<file path="src/rtl/uart_tx_arbiter_pkg.sv">
// rtl/uart_tx_arbiter_pkg.sv - shared state encoding and header helper for the UART tx arbiter
package uart_tx_arbiter_pkg;

    localparam logic [1:0] ST_IDLE = 2'd0;
    localparam logic [1:0] ST_HDR  = 2'd1;
    localparam logic [1:0] ST_DATA = 2'd2;

    function automatic logic [7:0] hdr_byte(input logic [7:0] base, input logic [2:0] idx);
        return base | {5'b0, idx};
    endfunction

endpackage

</file>
<file path="src/rtl/uart_tx_arbiter_rr_pick.sv">
// rtl/uart_tx_arbiter_rr_pick.sv - combinational round-robin picker, searches from ptr+1 with wrap
module uart_tx_arbiter_rr_pick #(
    parameter int N  = 4,
    parameter int IW = 2
) (
    input  logic [N-1:0]  req,
    input  logic [IW-1:0] ptr,
    output logic [N-1:0]  grant,
    output logic [IW-1:0] idx,
    output logic          found
);

    int            c;
    logic [IW-1:0] ci;

    always_comb begin
        grant = '0;
        idx   = '0;
        found = 1'b0;
        c     = 0;
        ci    = '0;
        // The last candidate examined is ptr itself, so it has lowest priority.
        for (int k = 1; k <= N; k++) begin
            c  = (int'(ptr) + k) % N;
            ci = IW'(c);
            if (!found && req[ci]) begin
                found     = 1'b1;
                grant[ci] = 1'b1;
                idx       = ci;
            end
        end
    end

endmodule

</file>
<file path="src/rtl/uart_tx_arbiter.sv">
// rtl/uart_tx_arbiter.sv - packet-level round-robin arbiter feeding one UART tx FIFO write port
module uart_tx_arbiter
    import uart_tx_arbiter_pkg::*;
#(
    parameter int          REQ_NUM  = 4,
    parameter bit          HDR_EN   = 1'b1,
    parameter logic [7:0]  HDR_BASE = 8'hA0,
    parameter int          MAX_LEN  = 255
) (
    input  logic                   clk,
    input  logic                   reset_n,
    input  logic [REQ_NUM-1:0]     iv_req_valid,
    input  logic [REQ_NUM-1:0]     iv_req_last,
    input  logic [8*REQ_NUM-1:0]   iv_req_data,
    output logic [REQ_NUM-1:0]     ov_req_ready,
    input  logic                   i_tx_fifo_full,
    output logic                   o_tx_fifo_wr,
    output logic [7:0]             ov_tx_fifo_din,
    output logic [REQ_NUM-1:0]     ov_grant,
    output logic                   o_busy
);

    localparam int IW = (REQ_NUM > 1) ? $clog2(REQ_NUM) : 1;

    logic [1:0]         state;
    logic [IW-1:0]      ptr;
    logic [7:0]         cnt;

    logic [REQ_NUM-1:0] pick_grant;
    logic [IW-1:0]      pick_idx;
    logic               pick_found;

    logic               sel_valid;
    logic               sel_last;
    logic [7:0]         sel_data;
    logic               accept;
    logic               at_max;

    uart_tx_arbiter_rr_pick #(
        .N  (REQ_NUM),
        .IW (IW)
    ) u_rr_pick (
        .req   (iv_req_valid),
        .ptr   (ptr),
        .grant (pick_grant),
        .idx   (pick_idx),
        .found (pick_found)
    );

    always_comb begin
        sel_valid = 1'b0;
        sel_last  = 1'b0;
        sel_data  = '0;
        for (int i = 0; i < REQ_NUM; i++) begin
            if (ov_grant[i]) begin
                sel_valid = iv_req_valid[i];
                sel_last  = iv_req_last[i];
                sel_data  = iv_req_data[8*i +: 8];
            end
        end
    end

    assign accept = (state == ST_DATA) && sel_valid && !i_tx_fifo_full;
    assign at_max = (cnt == 8'(MAX_LEN - 1));
    assign o_busy = (state != ST_IDLE);

    // Write and accept share one cycle: ready mirrors the FIFO's room, never buffered here.
    always_comb begin
        o_tx_fifo_wr   = 1'b0;
        ov_tx_fifo_din = '0;
        ov_req_ready   = '0;
        case (state)
            ST_HDR: begin
                o_tx_fifo_wr   = !i_tx_fifo_full;
                ov_tx_fifo_din = hdr_byte(HDR_BASE, 3'(ptr));
            end
            ST_DATA: begin
                ov_req_ready   = ov_grant & {REQ_NUM{!i_tx_fifo_full}};
                o_tx_fifo_wr   = sel_valid && !i_tx_fifo_full;
                ov_tx_fifo_din = sel_data;
            end
            default: ;
        endcase
    end

    always_ff @(posedge clk or negedge reset_n) begin
        if (!reset_n) begin
            state    <= ST_IDLE;
            ov_grant <= '0;
            ptr      <= IW'(REQ_NUM - 1);
            cnt      <= '0;
        end else begin
            case (state)
                ST_IDLE: begin
                    if (pick_found) begin
                        ov_grant <= pick_grant;
                        ptr      <= pick_idx;
                        state    <= HDR_EN ? ST_HDR : ST_DATA;
                    end
                end
                ST_HDR: begin
                    if (!i_tx_fifo_full) begin
                        state <= ST_DATA;
                    end
                end
                ST_DATA: begin
                    if (accept) begin
                        // A length cut leaves the rest of the packet to be re-arbitrated with a fresh header.
                        if (sel_last || at_max) begin
                            state    <= ST_IDLE;
                            ov_grant <= '0;
                            cnt      <= '0;
                        end else begin
                            cnt <= cnt + 8'd1;
                        end
                    end
                end
                default: state <= ST_IDLE;
            endcase
        end
    end

endmodule

</file>
<file path="config.mk">
export PLATFORM = sky130hd
export DESIGN_NAME = uart_tx_arbiter
export DESIGN_NICKNAME = d
export VERILOG_FILES = /design/src/rtl/uart_tx_arbiter_pkg.sv /design/src/rtl/uart_tx_arbiter_rr_pick.sv /design/src/rtl/uart_tx_arbiter.sv
export SDC_FILE = /design/constraint.sdc
export NUM_CORES = 1
export LEC_CHECK = 0
export ABC_AREA = 1
export CAP_MARGIN = 25
export CORE_UTILIZATION = 55
export DETAILED_ROUTE_END_ITERATION = 12
export DONT_BUFFER_PORTS = 1
export GPL_TIMING_DRIVEN = 0
export PLACE_DENSITY = 0.7
export SYNTH_ARGS = -nofsm -noshare
export SYNTH_HDL_FRONTEND = slang
export SYNTH_HIERARCHICAL = 1
export SYNTH_SLANG_ARGS = --single-unit
</file>
<file path="constraint.sdc">
create_clock -name clk -period 2.4 [get_ports clk]
set_clock_uncertainty 0.1 [all_clocks]
set_input_delay 0.48 -clock clk [delete_from_list [all_inputs] [get_ports clk]]
set_output_delay 0.48 -clock clk [all_outputs]
set_load 0.005 [all_outputs]
</file>
* Word-level counts from Yosys, hierarchy flattened
Cells that the tools add are included.
** Word-level totals
- Register bits :: 16
- Bits of input ports :: 43
- Logic and storage cells :: 103
** Operators by class
- Add/subtract/negate cells :: 5
- Order comparisons :: 8
- Eq/ne operators :: 7
- Multiplexer cells :: 53
- Bitwise operators :: 4
- Reduce and logical (&&, ||, !) cells :: 22
** Operators with widths (count)
- $mux 8 :: 5
- $mux 4 :: 8
- $mux 1 :: 20
- $mux 2 :: 8
- $pmux 8 s2 :: 1
- $lt 2x3->1 const B :: 4
- $or 4x4->4 :: 3
- $logic_and 1x1->1 :: 10
- $add 8x1->8 const B :: 1
- $bmux 1 s2 :: 4
- $demux 1 s2 :: 4
- $eq 8x8->1 const B :: 1
- $ge 2x1->1 const B :: 4
- $pmux 4 s2 :: 1
- $reduce_and 4->1 :: 2
- $ne 2x2->1 const B :: 3
- $pmux 2 s3 :: 1
- $add 2x1->2 const B :: 2
- $add 2x2->2 const B :: 2
- $and 4x4->4 :: 1
- $logic_not 1->1 :: 4
- $reduce_and 2->1 :: 2
- $reduce_bool 2->1 :: 2
- $eq 2x1->1 const B :: 1
- other kinds (5) :: 5

* Depth between registers and ports, before layout
Gate-level depths: netlist (run 1).
- Word-level depth :: 15
- Gate-level depth with buffers :: 12
- Mapped depth without buffers :: 12

* Modules after synthesis
Netlist (run 1), hierarchy kept.
** Modules (own cells, without submodules)
- uart_tx_arbiter :: instances 1, cells each 212, area an instance 1373.8 um^2
- uart_tx_arbiter_rr_pick :: instances 1, cells each 74, area an instance 457.9 um^2

* Worst setup path before layout (run 1)
Ideal clock, no wire load.
- Kind :: register to register
- From :: register ptr[0]
- To :: register ptr[0]
- Setup time :: 82 ps
- Data arrival time :: 1798 ps
- Slack :: 420 ps
- Cell stages (with the launch flop) :: 11
- Buffers on the path :: 0
- Period minus slack after synthesis :: 1980 ps
- Path through :: dfstp_2 inv_2 ha_1 inv_1 nand2_2 nand2_2 inv_2 nand2_1 nor2_1 a21oi_2 mux2_2
** RTL lines
- start, declared :: RTL line uart_tx_arbiter.sv:26 : logic [IW-1:0] ptr;
- start signal, assigned :: RTL line uart_tx_arbiter.sv:90 : ptr <= IW'(REQ_NUM - 1);
- start signal, assigned :: RTL line uart_tx_arbiter.sv:97 : ptr <= pick_idx;
- $add 2x1->2 :: RTL line uart_tx_arbiter_rr_pick.sv:24 : c = (int'(ptr) + k) % N;
- $bmux 1 s2 :: RTL line uart_tx_arbiter_rr_pick.sv:26 : if (!found && req[ci]) begin
- $mux 1 (implied by the code) :: RTL line uart_tx_arbiter_rr_pick.sv:26
- $mux 1 :: RTL line uart_tx_arbiter_rr_pick.sv:26
- $logic_not 1->1 :: RTL line uart_tx_arbiter_rr_pick.sv:26
- $logic_and 1x1->1 :: RTL line uart_tx_arbiter_rr_pick.sv:26
- $mux 1 :: RTL line uart_tx_arbiter_rr_pick.sv:26
- $logic_not 1->1 :: RTL line uart_tx_arbiter_rr_pick.sv:26
- $logic_and 1x1->1 :: RTL line uart_tx_arbiter_rr_pick.sv:26
- $mux 1 :: RTL line uart_tx_arbiter_rr_pick.sv:26
- $logic_not 1->1 :: RTL line uart_tx_arbiter_rr_pick.sv:26
- $logic_and 1x1->1 :: RTL line uart_tx_arbiter_rr_pick.sv:26
- $mux 2 (*) :: RTL line uart_tx_arbiter_rr_pick.sv:26
- net pick_idx[0] :: RTL line uart_tx_arbiter.sv:30 : logic [IW-1:0] pick_idx;
Mark *: on every way through the listed nets, which the timed path passes. The rest lies on a longest branch. The select of a mux whose other input is x is not followed.
A chain may end at the register's enable or synchronous reset.

* Worst setup path in the final report (run 1)
- From :: register state[0]
- To :: output o_tx_fifo_wr
** Between the ends
- Cells in the longest elaborated chain, start to end :: 2
** Ends and longest elaborated chain
- start, declared :: RTL line uart_tx_arbiter.sv:25 : logic [1:0] state;
- start signal, assigned :: RTL line uart_tx_arbiter.sv:98 : state <= HDR_EN ? ST_HDR : ST_DATA;
- $eq 2x2->1 or $eq 2x1->1 (tied branches) :: RTL line uart_tx_arbiter.sv:72 : case (state)
- $pmux 1 s2 (*) :: RTL line uart_tx_arbiter.sv:72
- end, declared :: RTL line uart_tx_arbiter.sv:17 : output logic o_tx_fifo_wr,
Every way passes the cells marked *; elsewhere a longest branch is shown, timed or not.

==> flow_metrics.env, run 1 <==
export IMPL_run_status="complete, no violations"
export IMPL_globalplace_congestion=0.853
export IMPL_grtUsageTotal_pct=25.6
export IMPL_synthDistinctLibCells=33
export IMPL_fin_nets=355
export IMPL_synth_edff_count=0
export IMPL_synthFlopType="dfrtp_1"
export IMPL_start_util_pct=59.0
export IMPL_pwr_share_seq_pct=18.9
export IMPL_leakage_uw=0.000978
export IMPL_fillers=329
export IMPL_critPathLaunchType="flop"
export IMPL_area_growth_pct=8.88
export IMPL_antenna_found_initial=0
export IMPL_min_path_type="input port to flop"
export IMPL_numClockSinks=16
export IMPL_tightest_slew_ns=0.696
export IMPL_cts_tree="built"
export IMPL_ys_warn_count=6
export IMPL_drt_total_wl_um=4450
export IMPL_syn_nets=343
export IMPL_drt_iter0_markers=100
export IMPL_fin_tns_setup_ns=0
export IMPL_die_area_sq_um=3570
export IMPL_antennaDiodeCount=0
export IMPL_cts_root_buffer="clkbuf_4"
export IMPL_h_tree_depth=1
export IMPL_fmax_mhz=451
export IMPL_cap_violations=0
export IMPL_final_common_cell="nand2_1"
export IMPL_clockBufferDepth=2
export IMPL_clk_pin_slew_ns=0.08
export IMPL_netlist_instances=286
export IMPL_syn_cell_area_sq_um=1830
export IMPL_p_switching_uw=1420
export IMPL_path_common_cell="nand2_2"
export IMPL_drc=0
export IMPL_synthArstFlopShare_pct=100
export IMPL_dr_pass1_iters=4
export IMPL_cts_buffers=3
export IMPL_clk_latency_ns=0.28
export IMPL_slowest_stage="dfrtp_1"
export IMPL_ys_seq_area_share_pct=22.0
export IMPL_place_ws_ns=0.126
export IMPL_viasPerCell=5.44
export IMPL_p_clk_share_pct=6.6
export IMPL_arrival_ns=1.64
export IMPL_grt_overflow=0
export IMPL_instances_no_fill=341
export IMPL_dp_cells=330
export IMPL_path_cells="inv_1, ha_1, nand2_2, nor2_2, nand2_2, buf_6, a21oi_2"
export IMPL_finalCritPeriodShare_pct=92.5
export IMPL_ys_ff_latch=16
export IMPL_required_ns=1.82
export IMPL_syn_area_per_cell_sq_um=6.40
export IMPL_ioPinCount=61
export IMPL_core_sq_um=3100
export IMPL_final_hold_violation_count=0
export IMPL_layout_common_cells="nand2_1 (60), nor2_1 (32), a21oi_1 (30), nand3_1 (30), inv_1 (29)"
export IMPL_num_vias=1854
export IMPL_period_minus_slack_ns=2.22
export IMPL_power_frac_comb_pct=74.5
export IMPL_slew_headroom_pct=53.5
export IMPL_fp_dieW_um=59.7
export IMPL_grt_first_pass_wirelength_um=6990
export IMPL_num_rows=20
export IMPL_power_density_nw_per_um2=1290
export IMPL_cp_end_kind="primary output"
export IMPL_hpwl_um=3520
export IMPL_grt_max_degree=17
export IMPL_drive_above_1_share_pct=14.8
export IMPL_peakVddDrop_mv=0.969
export IMPL_wl_per_cell_um=13.0
export IMPL_finalSetupViolCount=0
export IMPL_swShare_pct=55.1
export IMPL_max_stage_delay_ns=0.42
export IMPL_slew_violations=0
export IMPL_path_class="flop to primary output"
export IMPL_grt_pass1_vias=1570
export IMPL_crit_path_max_fanout=10
export IMPL_die_h_um=59.7
export IMPL_setup_ws_ns=0.181
export IMPL_hold_ws_ns=0.386
export IMPL_grt_setup_unrepaired="false"
export IMPL_place_port_buffers=0
export IMPL_power_internal_uw=1160
export IMPL_fin_util_pct=64.3
export IMPL_antenna_left=0
## sequential cells by signal, summed over array words and instances, names as in the netlist
signal / flops
ov_grant: 4
state: 2
ptr: 2
cnt: 8
## Yosys cell counts (2+ instances only)
cell       n  area (sq um)
nand4_1    6          37.5
ha_1      14           175
o21ai_0   13          65.1
o211ai_1   4          30.0
o21ai_1    2          10.0
inv_1     29           109
nand3_1   30           150
xor2_1     4          35.0
a21oi_1   31           155
nand2_1   61           229
o31ai_1    3          22.5
dfstp_2    2          52.6
dfrtp_1   14           350
buf_2      6          30.0
nand3b_1   2          15.0
clkbuf_1   2          7.51
mux2_2     2          22.5
nor2_2     2          12.5
a21boi_0   4          30.0
nand2_2    7          43.8
inv_2      4          15.0
nor2_1    33           124
## power groups by stage
stage | clock network, uW | registers [uW] | logic [uW]
6_report | 171 | 486 | 1920
3_5_place_dp | 0 | 516 | 1770
2_1_floorplan | 0 | 479 | 1440
4_1_cts | 176 | 510 | 1780
5_1_grt | 190 | 499 | 2170
3_3_place_gp | 0 | 513 | 1760
## path summary, 6_finish.rpt
| path | from | to | slack, ns | depth (start not counted) |
|---|---|---|---|---|
| max in group asynchronous | reset_n | cnt[2] | 1.18 | 1 |
| worst max register to register | ptr[0] | ov_grant[2] | 0.18 | 12 |
| min in group asynchronous | reset_n | cnt[7] | 0.58 | 1 |
| worst min register to register | state[1] | state[1] | 0.42 | 2 |
| worst min-delay path | i_tx_fifo_full | state[0] | 0.39 | 5 |
| worst max-delay path | state[0] | o_tx_fifo_wr | 0.18 | 7 |
## worst max-delay path, delay by kind of cell, from the launching register on
kind | cells | cell delay, ns
buffers and inverters | 2 | 0.25
AOI/OAI and AO/OA | 1 | 0.16
and+or+nand+nor | 3 | 0.33
DFF | 1 | 0.42
adders and majority gates | 1 | 0.20
## cell families after synthesis
group                    synth area share [%]
flip-flops                               22.0
AND/OR/NAND/NOR                          36.3
adder cells (fa/ha/maj)                  9.56
multiplexers                             1.23
AO/OA/AOI/OAI                            18.8
buffers and inverters                    10.2
XOR/XNOR                                 1.91
## routing by layer
layer  vias up  part of all wire, %  GRT usage, %
li1        968                    -             -
met3         4                  5.0          6.06
met1       830                   47          34.3
met2        52                   47          42.9
met4         0                 0.61          3.65
met5         -                    0             0
## layout make-up
| class | count | area (sq um) | share of cell area, % |
|---|---|---|---|
| Buffer | 9 | 51.3 | 2.57 |
| Clock buffer | 4 | 36.3 | 1.82 |
| Inverter | 35 | 139 | 6.96 |
| Multi-Input combinational cell | 226 | 1250 | 62.9 |
| Sequential cell | 16 | 403 | 20.2 |
| Tap cell | 44 | 55.1 | 2.76 |
| Timing Repair Buffer | 7 | 55.1 | 2.76 |
## what timing repair did
action | CTS | global route
endpoints found under the setup margin | 0 | 6
hold endpoints to repair | 16 | 0
resized for setup | 0 | 5
setup buffers | 0 | 6
hold buffers | 1 | 0
## per-stage QoR
step | power [uW] | instance area (sq um)
final | 2580 | 1990
after global routing | 2860 | 1990
after CTS | 2470 | 1930
after detailed placement | 2290 | 1890
after global placement | 2270 | 1890
after floorplan | 1920 | 1830
(Power assumes the default switching activity.)
==> inputs of run 2 (changes only) <==
--- a/config.mk
+++ b/config.mk
@@ -6,7 +6,6 @@
 export NUM_CORES = 1
 export LEC_CHECK = 0
 export ABC_AREA = 1
-export CAP_MARGIN = 25
 export CORE_UTILIZATION = 55
 export DETAILED_ROUTE_END_ITERATION = 12
 export DONT_BUFFER_PORTS = 1
==> results of run 2 <==
Same layout as run 1: the final DEF is identical, and so are final timing and power.
